File: src/rtl/db_arb_if.sv
`default_nettype none
// ============================================================================
//  Module   : db_arb_if
//  Purpose  : Bundles the requester, response and engine-side signals of the
//             db_arb two-port arbiter. Packed per-port buses hold port 1 in
//             the upper half.
//  Revision : 1.0  initial release
// ============================================================================
interface db_arb_if #(
    parameter int HASH_SIZE = 32,
    parameter int KEY_SIZE  = 96,
    parameter int VAL_SIZE  = 32
);
    // requester side
    logic [1:0]              req_valid;
    logic [1:0]              req_ready;
    logic [7:0]              req_op;
    logic [2*HASH_SIZE-1:0]  req_hash;
    logic [2*KEY_SIZE-1:0]   req_key;
    logic [2*VAL_SIZE-1:0]   req_value;
    logic [1:0]              rsp_valid;
    logic                    rsp_hit;
    logic [3:0]              rsp_flag;
    // engine side
    logic                    db_valid;
    logic [3:0]              db_op;
    logic [HASH_SIZE-1:0]    db_hash;
    logic [KEY_SIZE-1:0]     db_key;
    logic [VAL_SIZE-1:0]     db_value;
    logic                    db_out_valid;
    logic [3:0]              db_out_flag;
    // statistics
    logic [31:0]             stat_hit_cnt;
    logic [31:0]             stat_miss_cnt;

    // arbiter side
    modport slave (
        input  req_valid, req_op, req_hash, req_key, req_value,
        input  db_out_valid, db_out_flag,
        output req_ready, rsp_valid, rsp_hit, rsp_flag,
        output db_valid, db_op, db_hash, db_key, db_value,
        output stat_hit_cnt, stat_miss_cnt
    );

    // requesters and engine side
    modport master (
        output req_valid, req_op, req_hash, req_key, req_value,
        output db_out_valid, db_out_flag,
        input  req_ready, rsp_valid, rsp_hit, rsp_flag,
        input  db_valid, db_op, db_hash, db_key, db_value,
        input  stat_hit_cnt, stat_miss_cnt
    );
endinterface
`default_nettype wire

File: src/rtl/db_arb.sv
`default_nettype none
// ============================================================================
//  Module   : db_arb
//  Purpose  : Two-port round-robin arbiter and slot sequencer in front of the
//             db_cont lookup engine. Each accepted request occupies a fixed
//             slot of SLOT_CYCLES+3 cycles; absence of an engine strobe in the
//             slot is reported as a miss to the issuing port.
//  Options  : DB_ARB_STATS_EN - builds 32-bit hit/miss counters; otherwise the
//             stat outputs are tied to zero.
//  Revision : 1.0  initial release
// ============================================================================
module db_arb #(
    parameter int HASH_SIZE   = 32,
    parameter int KEY_SIZE    = 96,
    parameter int VAL_SIZE    = 32,
    parameter int SLOT_CYCLES = 4
) (
    input  wire logic  clk,
    input  wire logic  rst,     // asynchronous, active-low
    db_arb_if.slave    bus
);

    typedef enum logic [1:0] {
        S_IDLE  = 2'd0,
        S_ISSUE = 2'd1,
        S_WAIT  = 2'd2,
        S_RESP  = 2'd3
    } state_t;

    localparam logic [3:0] c_cnt_load = 4'(SLOT_CYCLES - 1);

    state_t                r_state;
    logic                  r_last_grant;
    logic                  r_grant;
    logic [3:0]            r_cnt;
    logic                  r_hit;
    logic [3:0]            r_flag;
    logic                  r_db_valid;
    logic [3:0]            r_op;
    logic [HASH_SIZE-1:0]  r_hash;
    logic [KEY_SIZE-1:0]   r_key;
    logic [VAL_SIZE-1:0]   r_value;
    logic [1:0]            r_rsp_valid;
    logic                  r_rsp_hit;
    logic [3:0]            r_rsp_flag;

    logic                  w_grant;
    logic                  w_accept;
    logic [1:0]            w_req_ready;
    logic [3:0]            w_sel_op;
    logic [HASH_SIZE-1:0]  w_sel_hash;
    logic [KEY_SIZE-1:0]   w_sel_key;
    logic [VAL_SIZE-1:0]   w_sel_value;

    // Round-robin grant selection and field mux of the granted port; nothing
    // is accepted while reset is held.
    always_comb begin
        w_grant = r_last_grant;
        case (bus.req_valid)
            2'b01:   w_grant = 1'b0;
            2'b10:   w_grant = 1'b1;
            2'b11:   w_grant = ~r_last_grant;
            default: w_grant = r_last_grant;
        endcase
        w_accept    = (r_state == S_IDLE) && rst && (bus.req_valid != 2'b00);
        w_req_ready = 2'b00;
        if (w_accept) begin
            w_req_ready[w_grant] = 1'b1;
        end
        w_sel_op    = w_grant ? bus.req_op[7:4] : bus.req_op[3:0];
        w_sel_hash  = w_grant ? bus.req_hash[2*HASH_SIZE-1:HASH_SIZE] : bus.req_hash[HASH_SIZE-1:0];
        w_sel_key   = w_grant ? bus.req_key[2*KEY_SIZE-1:KEY_SIZE]    : bus.req_key[KEY_SIZE-1:0];
        w_sel_value = w_grant ? bus.req_value[2*VAL_SIZE-1:VAL_SIZE]  : bus.req_value[VAL_SIZE-1:0];
    end

    // Slot sequencer: accept, issue strobe, timed wait with first-hit capture,
    // one-cycle response to the granted port.
    always_ff @(posedge clk or negedge rst) begin
        if (!rst) begin
            r_state      <= S_IDLE;
            r_last_grant <= 1'b1;
            r_grant      <= 1'b0;
            r_cnt        <= 4'd0;
            r_hit        <= 1'b0;
            r_flag       <= 4'd0;
            r_db_valid   <= 1'b0;
            r_op         <= 4'd0;
            r_hash       <= '0;
            r_key        <= '0;
            r_value      <= '0;
            r_rsp_valid  <= 2'b00;
            r_rsp_hit    <= 1'b0;
            r_rsp_flag   <= 4'd0;
        end else begin
            r_db_valid <= 1'b0;
            case (r_state)
                S_IDLE: begin
                    if (w_accept) begin
                        r_op         <= w_sel_op;
                        r_hash       <= w_sel_hash;
                        r_key        <= w_sel_key;
                        r_value      <= w_sel_value;
                        r_grant      <= w_grant;
                        r_last_grant <= w_grant;
                        r_hit        <= 1'b0;
                        r_flag       <= 4'd0;
                        r_db_valid   <= 1'b1;
                        r_state      <= S_ISSUE;
                    end
                end
                S_ISSUE: begin
                    r_cnt   <= c_cnt_load;
                    r_state <= S_WAIT;
                end
                S_WAIT: begin
                    // only the first engine strobe of a slot is kept
                    if (bus.db_out_valid && !r_hit) begin
                        r_hit  <= 1'b1;
                        r_flag <= bus.db_out_flag;
                    end
                    if (r_cnt == 4'd0) begin
                        // response is prepared here so it leaves a register;
                        // a strobe on this last wait cycle still counts
                        r_state     <= S_RESP;
                        r_rsp_valid <= r_grant ? 2'b10 : 2'b01;
                        r_rsp_hit   <= r_hit | bus.db_out_valid;
                        r_rsp_flag  <= r_hit ? r_flag :
                                       (bus.db_out_valid ? bus.db_out_flag : 4'd0);
                    end else begin
                        r_cnt <= r_cnt - 4'd1;
                    end
                end
                S_RESP: begin
                    r_rsp_valid <= 2'b00;
                    r_rsp_hit   <= 1'b0;
                    r_rsp_flag  <= 4'd0;
                    r_hit       <= 1'b0;
                    r_state     <= S_IDLE;
                end
                default: r_state <= S_IDLE;
            endcase
        end
    end

    assign bus.req_ready = w_req_ready;
    assign bus.rsp_valid = r_rsp_valid;
    assign bus.rsp_hit   = r_rsp_hit;
    assign bus.rsp_flag  = r_rsp_flag;
    assign bus.db_valid  = r_db_valid;
    assign bus.db_op     = r_op;
    assign bus.db_hash   = r_hash;
    assign bus.db_key    = r_key;
    assign bus.db_value  = r_value;

`ifdef DB_ARB_STATS_EN
    logic [31:0] r_stat_hit;
    logic [31:0] r_stat_miss;

    // Count each delivered response as a hit or a miss; counters wrap.
    always_ff @(posedge clk or negedge rst) begin
        if (!rst) begin
            r_stat_hit  <= 32'd0;
            r_stat_miss <= 32'd0;
        end else if (r_state == S_RESP) begin
            if (r_rsp_hit) begin
                r_stat_hit <= r_stat_hit + 32'd1;
            end else begin
                r_stat_miss <= r_stat_miss + 32'd1;
            end
        end
    end

    assign bus.stat_hit_cnt  = r_stat_hit;
    assign bus.stat_miss_cnt = r_stat_miss;
`else
    assign bus.stat_hit_cnt  = 32'd0;
    assign bus.stat_miss_cnt = 32'd0;
`endif

endmodule
`default_nettype wire

File: src/flat_wrapper.sv
// flat-port wrapper written by rule: the top's interface ports become plain ports
module db_arb_flat 
#(
    parameter int HASH_SIZE   = 32,
    parameter int KEY_SIZE    = 96,
    parameter int VAL_SIZE    = 32,
    parameter int SLOT_CYCLES = 4
)
  (clk, rst, bus_req_valid, bus_req_op, bus_req_hash, bus_req_key, bus_req_value, bus_db_out_valid, bus_db_out_flag, bus_req_ready, bus_rsp_valid, bus_rsp_hit, bus_rsp_flag, bus_db_valid, bus_db_op, bus_db_hash, bus_db_key, bus_db_value, bus_stat_hit_cnt, bus_stat_miss_cnt);
  db_arb_if #(.HASH_SIZE(HASH_SIZE), .KEY_SIZE(KEY_SIZE), .VAL_SIZE(VAL_SIZE)) bus_i ();
  input  wire logic clk;
  input  wire logic rst;
  input wire logic [$bits(bus_i.req_valid)-1:0] bus_req_valid;
  input wire logic [$bits(bus_i.req_op)-1:0] bus_req_op;
  input wire logic [$bits(bus_i.req_hash)-1:0] bus_req_hash;
  input wire logic [$bits(bus_i.req_key)-1:0] bus_req_key;
  input wire logic [$bits(bus_i.req_value)-1:0] bus_req_value;
  input wire logic [$bits(bus_i.db_out_valid)-1:0] bus_db_out_valid;
  input wire logic [$bits(bus_i.db_out_flag)-1:0] bus_db_out_flag;
  output wire logic [$bits(bus_i.req_ready)-1:0] bus_req_ready;
  output wire logic [$bits(bus_i.rsp_valid)-1:0] bus_rsp_valid;
  output wire logic [$bits(bus_i.rsp_hit)-1:0] bus_rsp_hit;
  output wire logic [$bits(bus_i.rsp_flag)-1:0] bus_rsp_flag;
  output wire logic [$bits(bus_i.db_valid)-1:0] bus_db_valid;
  output wire logic [$bits(bus_i.db_op)-1:0] bus_db_op;
  output wire logic [$bits(bus_i.db_hash)-1:0] bus_db_hash;
  output wire logic [$bits(bus_i.db_key)-1:0] bus_db_key;
  output wire logic [$bits(bus_i.db_value)-1:0] bus_db_value;
  output wire logic [$bits(bus_i.stat_hit_cnt)-1:0] bus_stat_hit_cnt;
  output wire logic [$bits(bus_i.stat_miss_cnt)-1:0] bus_stat_miss_cnt;
  assign bus_i.req_valid = bus_req_valid;
  assign bus_i.req_op = bus_req_op;
  assign bus_i.req_hash = bus_req_hash;
  assign bus_i.req_key = bus_req_key;
  assign bus_i.req_value = bus_req_value;
  assign bus_i.db_out_valid = bus_db_out_valid;
  assign bus_i.db_out_flag = bus_db_out_flag;
  assign bus_req_ready = bus_i.req_ready;
  assign bus_rsp_valid = bus_i.rsp_valid;
  assign bus_rsp_hit = bus_i.rsp_hit;
  assign bus_rsp_flag = bus_i.rsp_flag;
  assign bus_db_valid = bus_i.db_valid;
  assign bus_db_op = bus_i.db_op;
  assign bus_db_hash = bus_i.db_hash;
  assign bus_db_key = bus_i.db_key;
  assign bus_db_value = bus_i.db_value;
  assign bus_stat_hit_cnt = bus_i.stat_hit_cnt;
  assign bus_stat_miss_cnt = bus_i.stat_miss_cnt;
  db_arb #(.HASH_SIZE(HASH_SIZE), .KEY_SIZE(KEY_SIZE), .VAL_SIZE(VAL_SIZE), .SLOT_CYCLES(SLOT_CYCLES)) u_core (.clk(clk), .rst(rst), .bus(bus_i));
endmodule
File: config.mk
export PLATFORM = sky130hd
export DESIGN_NAME = db_arb_flat
export DESIGN_NICKNAME = d
export VERILOG_FILES = /design/src/rtl/db_arb_if.sv /design/src/rtl/db_arb.sv /design/src/flat_wrapper.sv
export SDC_FILE = /design/constraint.sdc
export NUM_CORES = 1
export LEC_CHECK = 0
export CORE_AREA = 4 4 220 222
export CTS_CLUSTER_SIZE = 40
export DETAILED_ROUTE_END_ITERATION = 10
export DIE_AREA = 0 0 224 226
export GPL_TIMING_DRIVEN = 1
export PLACE_DENSITY = 0.5
export SYNTH_ARGS = -nofsm -noshare
export SYNTH_HDL_FRONTEND = slang
export SYNTH_SLANG_ARGS = --single-unit
File: constraint.sdc
create_clock -name clk -period 2.35 [get_ports clk]
set_input_delay 0.3525 -clock clk [delete_from_list [all_inputs] [get_ports clk]]
set_output_delay 0.3525 -clock clk [all_outputs]
set_load 0.005 [all_outputs]
==> results.py, run 1 <==
metrics = {
    "worst_hold_path": {
        "min_path_type": "input port to async pin",
    },
    "clocking": {
        "clockRootBuffer": "clkbuf_16",
        "cts_sinks": 185,
        "postCtsHoldBufs": 0,
        "htreeDepth": 4,
        "cts_tree": "built",
        "path_clk_slew_ns": 0.07,
        "clock_path_buffers": 2,
        "clk_latency_ns": 0.48,
        "cts_buffers": 17,
    },
    "detailed_routing": {
        "drc": 0,
        "vias_per_cell": 4.22,
        "drt_iter0_drc": 393,
        "routed_wl_um": 35500,
        "vias": 7768,
        "wl_per_cell_um": 19.3,
        "postRouteAntennaNets": 0,
        "first_pass_iters": 5,
    },
    "placement": {
        "portBuffers": 510,
        "post-place-ws_ns": 0.258,
        "dp_hpwl_um": 26200,
        "dpl_cell_area_sq_um": 14400,
        "place_congestion": 0.786,
    },
    "synth": {
        "synth_adder_area_share_pct": 0.865,
        "syn_avg_cell_area_sq_um": 12.0,
        "synth_edf_count": 0,
        "synth_compound_area_share_pct": 20.9,
        "synth_ff_type": "dfrtp_1",
        "async_flop_share_pct": 100,
        "synth_simple_gate_area_share_pct": 14.1,
        "synth_top_family_by_area": "compound AO/OA/AOI/OAI gates",
        "ys_top_cells_by_area": "dfrtp_1 (53%), a221o_1 (19%), and2_0 (8.4%), buf_4 (5.5%), and2_1 (3.4%)",
        "synth_top_cell_area_share_pct": 53.0,
        "synth.most_common_cell": "dfrtp_1",
        "ys_ff_latch": 185,
        "synth_cells": 724,
        "synthMuxAreaShare_pct": 1.74,
        "synthXorXnorAreaFrac_pct": 0,
        "synth_warnings": 0,
        "synth_cell_types": 38,
        "mappedNetlistArea_sq_um": 8680,
        "ys_top_cells_by_count": "dfrtp_1 (184), a221o_1 (164), and2_0 (117)",
        "yosys.area.top_type": "dfrtp_1",
        "seq_area_frac_synth_pct": 53.3,
    },
    "sta": {
        "tightest_slew_ns": 0.798,
        "setup_violations": 0,
        "worst_slack_ns": 0.133,
        "fin_crit_ns": 2.22,
        "drv_slew": 0,
        "fmax_ghz": 0.451,
        "rsz0062_at_grt": "no",
        "skew_ns": 0.0125,
        "slew_headroom_pct": 46.8,
        "tns_ns": 0,
        "fin_crit_sh_pct": 94.3,
        "hold_viol_final": 0,
    },
    "critical_path": {
        "worstSetupStartpoint": "u_core.r_state[0]",
        "critPathArrivalTime_ns": 1.86,
        "critPathMaxFanout": 3,
        "critPathTopFamily": "buffers and inverters",
        "required_ns": 2.00,
        "r2r_end": "u_core.bus.db_value[21]",
        "cp-end-kind": "output pin",
        "critPathBufInv": 2,
        "ff2ff_setup_slack_ns": 0.42,
        "r2r_cells": 8,
        "slowest_delay_ns": 0.52,
        "crit_type": "flip-flop to output pin",
        "reg2reg_from": "u_core.r_state[0]",
        "critPathSlowestCell": "clkdlybuf4s50_1",
        "start_kind": "flip-flop",
        "path_cells": "inv_1 -> ha_4 -> nand3_2 -> a21oi_4 -> clkdlybuf4s50_1",
    },
    "die": {
        "die_h_um": 226,
        "core_sq_um": 46400,
        "ios": 575,
        "dieArea_sq_um": 50600,
        "rows": 79,
        "initial_core_util_pct": 18.7,
        "die_x_um": 224,
    },
    "status": {
        "status": "complete, no violations",
    },
    "cells_and_area": {
        "drive_above_1_share_pct": 6.09,
        "syn_to_final_growth_pct": 72.0,
        "final_util_pct": 32.2,
        "post-route-cell-area_sq_um": 14900,
        "nFillCells": 4760,
        "nets": 1564,
        "antenna_cells": 0,
    },
    "grt": {
        "grt_max_degree": 127,
        "grt_pass1_vias": 8397,
        "grt-ovfl-total": 0,
        "grt_pass1_wl_um": 52300,
        "grt_util_all_layers_pct": 13.5,
        "antenna_found_initial": 1,
    },
    "power_and_ir_drop": {
        "p_seq_share_pct": 34.5,
        "switching_share_pct": 31.2,
        "combPwrFrac_pct": 47.7,
        "max-vdd-ir-drop_uv": 522,
        "switchingPower_uw": 4930,
        "power.leakage_uw": 0.00616,
        "power_density_nw_per_um2": 1060,
        "cellInternalPower_uw": 10900,
        "clockPowerShare_pct": 17.8,
    },
    "job": {
        "maxCapViolCount": 0,
    },
}
## how the worst max path moves through the flow
| stage | end | slack, ns | cells past startpoint |
|---|---|---|---|
| after floorplan | u_core.bus.rsp_flag[0] | 0.61 | 5 |
| after global placement | bus_req_ready[1] | 0.22 | 4 |
| after detailed placement | bus_req_ready[1] | 0.26 | 4 |
| after CTS | bus_req_ready[0] | 0.007 | 5 |
| after global routing | bus_req_ready[0] | 0.02 | 5 |
| final | bus_req_ready[0] | 0.13 | 5 |
## what timing repair did
| item | 4_1_cts | 5_1_grt |
|---|---|---|
| gates cloned | 0 | 0 |
| setup endpoints to repair | 2 | 1 |
| buffers inserted | 3 | 0 |
| resized for setup | 2 | 2 |
## power groups by stage
stage / Sequential [uW] / Combinational [uW] / Clock, uW
floorplan: 5460 / 3150 / 0
global placement: 5480 / 7530 / 0
detailed placement: 5460 / 7600 / 0
CTS: 5460 / 7670 / 2940
global route: 5640 / 8180 / 3050
finish: 5450 / 7530 / 2810
## routing by layer
metal	global-route usage, %	part of all wire, %	up-vias
met1	16.3	41	3850
met5	0	0.031	-
met3	4.58	7.0	36
li1	-	-	3570
met2	22.8	50	310
met4	4.39	1.7	2
## stage by stage
step	instances	total power (uW)	hold slack, ns
finish	1839	15800	0.00558
global route	1839	16900	0.0876
CTS	1839	16100	0.0354
detailed placement	1806	13100	0.492
global placement	1806	13000	0.489
floorplan	787	8610	0.0569
## cell families (layout without fill, tap and decap cells)
| family | after synthesis | in the layout |
|---|---|---|
| AND/OR/NAND/NOR | 201 | 201 |
| other | 1 | 64 |
| buffers and inverters | 132 | 577 |
| adder cells (fa/ha/maj) | 6 | 6 |
| flip-flops | 185 | 185 |
| AO/OA/AOI/OAI | 188 | 188 |
| multiplexers | 11 | 11 |
## layout make-up
type	count	area [sq um]	area share, %
clock buffers	20	467	3.13
clock inverters	10	72.6	0.486
inverters	9	33.8	0.226
multi-input cells	470	3550	23.8
flip-flops and latches	185	4630	31.0
well taps	607	759	5.09
repair buffers	538	5420	36.3
## registers in the layout, indices dropped and copies added (netlist names)
signal and cells:
u_core.bus.db_key 96, u_core.bus.db_hash 32, u_core.bus.db_value 32, u_core.bus.db_op 4, u_core.bus.rsp_flag 4, u_core.r_cnt 4, u_core.r_flag 4, u_core.bus.rsp_valid 2
u_core.r_state 2, u_core.bus.db_valid 1, u_core.bus.rsp_hit 1, u_core.r_grant 1, u_core.r_hit 1, u_core.r_last_grant 1
## placed cells by master, fill, tap and decap left out, drive strengths merged, types with 6 or more instances in the layout
master / instances
clkdlybuf4s50: 508
dfrtp: 184
a221o: 164
and2: 164
conb: 64
buf: 28
clkbuf: 21
nand3: 14
inv: 10
mux2: 9
a21oi: 8
nand2: 7
ha: 6
clkinv: 6
Note: power is estimated with default switching activity, not from simulation.
==> run 2, diff against run 1 <==
--- a/config.mk
+++ b/config.mk
@@ -5,6 +5,7 @@
 export SDC_FILE = /design/constraint.sdc
 export NUM_CORES = 1
 export LEC_CHECK = 0
+export ABC_AREA = 0
 export CORE_AREA = 4 4 220 222
 export CTS_CLUSTER_SIZE = 40
 export DETAILED_ROUTE_END_ITERATION = 10
==> results of run 2 <==
Final layout, timing and power as in run 1 (identical DEF).
==> run 3, diff against run 2 <==
--- a/config.mk
+++ b/config.mk
@@ -12,6 +12,7 @@
 export DIE_AREA = 0 0 224 226
 export GPL_TIMING_DRIVEN = 1
 export PLACE_DENSITY = 0.5
+export SKIP_CTS_REPAIR_TIMING = 1
 export SYNTH_ARGS = -nofsm -noshare
 export SYNTH_HDL_FRONTEND = slang
 export SYNTH_SLANG_ARGS = --single-unit
==> results.py, run 3 (same netlist as run 1, synthesis figures left out) <==
metrics = {
    "sta": {
        "hold_ws_ns": -0.000246,
        "tightest_slew_ns": 0.798,
        "fin_crit_ns": 2.04,
        "tns_ns": 0,
        "setup_violations": 0,
        "drv_slew": 0,
        "rsz0062_at_grt": "no",
        "hold_viol_final": 1,
        "slew_headroom_pct": 46.8,
        "fin_crit_sh_pct": 86.8,
        "skew_ns": 0.0119,
        "fmax_ghz": 0.490,
    },
    "die": {
        "initial_core_util_pct": 18.7,
        "core_sq_um": 46400,
        "die_x_um": 224,
        "rows": 79,
        "dieArea_sq_um": 50600,
        "die_h_um": 226,
        "ios": 575,
    },
    "status": {
        "violations": "negative hold slack",
        "status": "complete, but fails checks",
    },
    "detailed_routing": {
        "first_pass_iters": 5,
        "drt_iter0_drc": 401,
        "drc": 0,
        "vias": 7741,
        "vias_per_cell": 4.22,
        "wl_per_cell_um": 19.3,
        "postRouteAntennaNets": 0,
        "routed_wl_um": 35500,
    },
    "clocking": {
        "clock_path_buffers": 2,
        "clockRootBuffer": "clkbuf_16",
        "path_clk_slew_ns": 0.07,
        "htreeDepth": 4,
        "cts_buffers": 17,
        "clk_latency_ns": 0.48,
        "cts_tree": "built",
        "cts_sinks": 185,
    },
    "grt": {
        "grt_pass1_wl_um": 52300,
        "antenna_found_initial": 1,
        "grt_util_all_layers_pct": 13.5,
        "grt_max_degree": 127,
        "grt-ovfl-total": 0,
        "grt_pass1_vias": 8381,
    },
    "cells_and_area": {
        "multi_input_area_sq_um": 3530,
        "antenna_cells": 0,
        "nets": 1561,
        "syn_to_final_growth_pct": 71.6,
        "final_util_pct": 32.1,
        "drive_above_1_share_pct": 5.78,
        "layout_commonest_cell": "clkdlybuf4s50_1",
        "nFillCells": 4764,
        "final_cell_mix": "clkdlybuf4s50_1 (507), dfrtp_1 (184), a221o_1 (164), and2_0 (117), conb_1 (64)",
        "largest_reg_flops": 96,
        "regArea_sq_um": 4630,
    },
    "worst_hold_path": {
        "min_path_type": "input port to async pin",
    },
    "critical_path": {
        "start_kind": "flip-flop",
        "crit_type": "flip-flop to output pin",
        "required_ns": 2.00,
        "critPathMaxFanout": 4,
        "critPathArrivalTime_ns": 1.69,
        "cp-end-kind": "output pin",
    },
    "placement": {
        "portBuffers": 510,
        "dp_hpwl_um": 26200,
        "place_congestion": 0.786,
    },
    "power_and_ir_drop": {
        "power.leakage_uw": 0.00618,
        "max-vdd-ir-drop_uv": 519,
        "power_density_nw_per_um2": 1060,
    },
    "job": {
        "maxCapViolCount": 0,
    },
}
## run 3: cell types whose count changed in the layout (fill, tap and decap cells not counted), sizes merged
cell           change
buf                -3
clkdlybuf4s50      -1
dlymetal6s2s       +2
dlygate4sd2        -1
## run 3: power breakdown
group / internal [uW] / total [uW] / switching, uW / leakage [uW]
Clock: 1420 / 2810 / 1380 / 0.000260
Sequential: 4640 / 5460 / 819 / 0.00231
Combinational: 4770 / 7470 / 2700 / 0.00360
Total: 10800 / 15700 / 4900 / 0.00618
## run 3: final cells by class
class | count | area share, %
clock buffers | 20 | 3.13
clock inverters | 10 | 0.487
inverters | 9 | 0.227
multi-input cells | 470 | 23.7
flip-flops and latches | 185 | 31.1
well taps | 607 | 5.10
repair buffers | 535 | 36.3
## run 3: path summary, 6_finish.rpt
kind | start | endpoint | slack [ns] | depth (start not counted)
min in group clk | rst | u_core.bus.db_valid | 0.41 | 4
setup reg to reg | u_core.r_state[0] | u_core.bus.db_value[21] | 0.36 | 8
max in group asynchronous | rst | u_core.bus.db_key[70] | 1.25 | 3
setup / recovery | u_core.r_state[0] | bus_req_ready[1] | 0.31 | 5
hold reg to reg | u_core.r_cnt[0] | u_core.r_cnt[0] | 0.49 | 1
hold / removal | rst | u_core.bus.db_hash[18] | -0.0002 | 2
## run 3: layer usage
layer | share of wire (%) | up-vias | global-route usage, %
met1 | 41 | 3823 | 16.3
li1 | - | 3566 | -
met3 | 7.2 | 34 | 4.58
met4 | 1.7 | 2 | 4.39
met5 | 0.031 | - | 0
met2 | 51 | 316 | 22.7
## run 3: critical path: stages, from the launching register on
cell            delay, ns
dfrtp_1              0.42
inv_1                0.10
ha_2                 0.20
nand3_1              0.12
a21oi_4              0.16
dlymetal6s2s_1       0.21
## run 3: through the flow
stage | worst slack, ns | instances | power, uW | area [sq um] | hold slack, ns
CTS | -0.175 | 1836 | 16000 | 14900 | 0.0354
finish | 0.311 | 1836 | 15700 | 14900 | -0.000246
detailed placement | 0.258 | 1806 | 13100 | 14400 | 0.492
floorplan | 0.614 | 787 | 8610 | 8920 | 0.0569
global route | 0.173 | 1836 | 16800 | 14900 | 0.0839
global placement | 0.224 | 1806 | 13000 | 14400 | 0.489
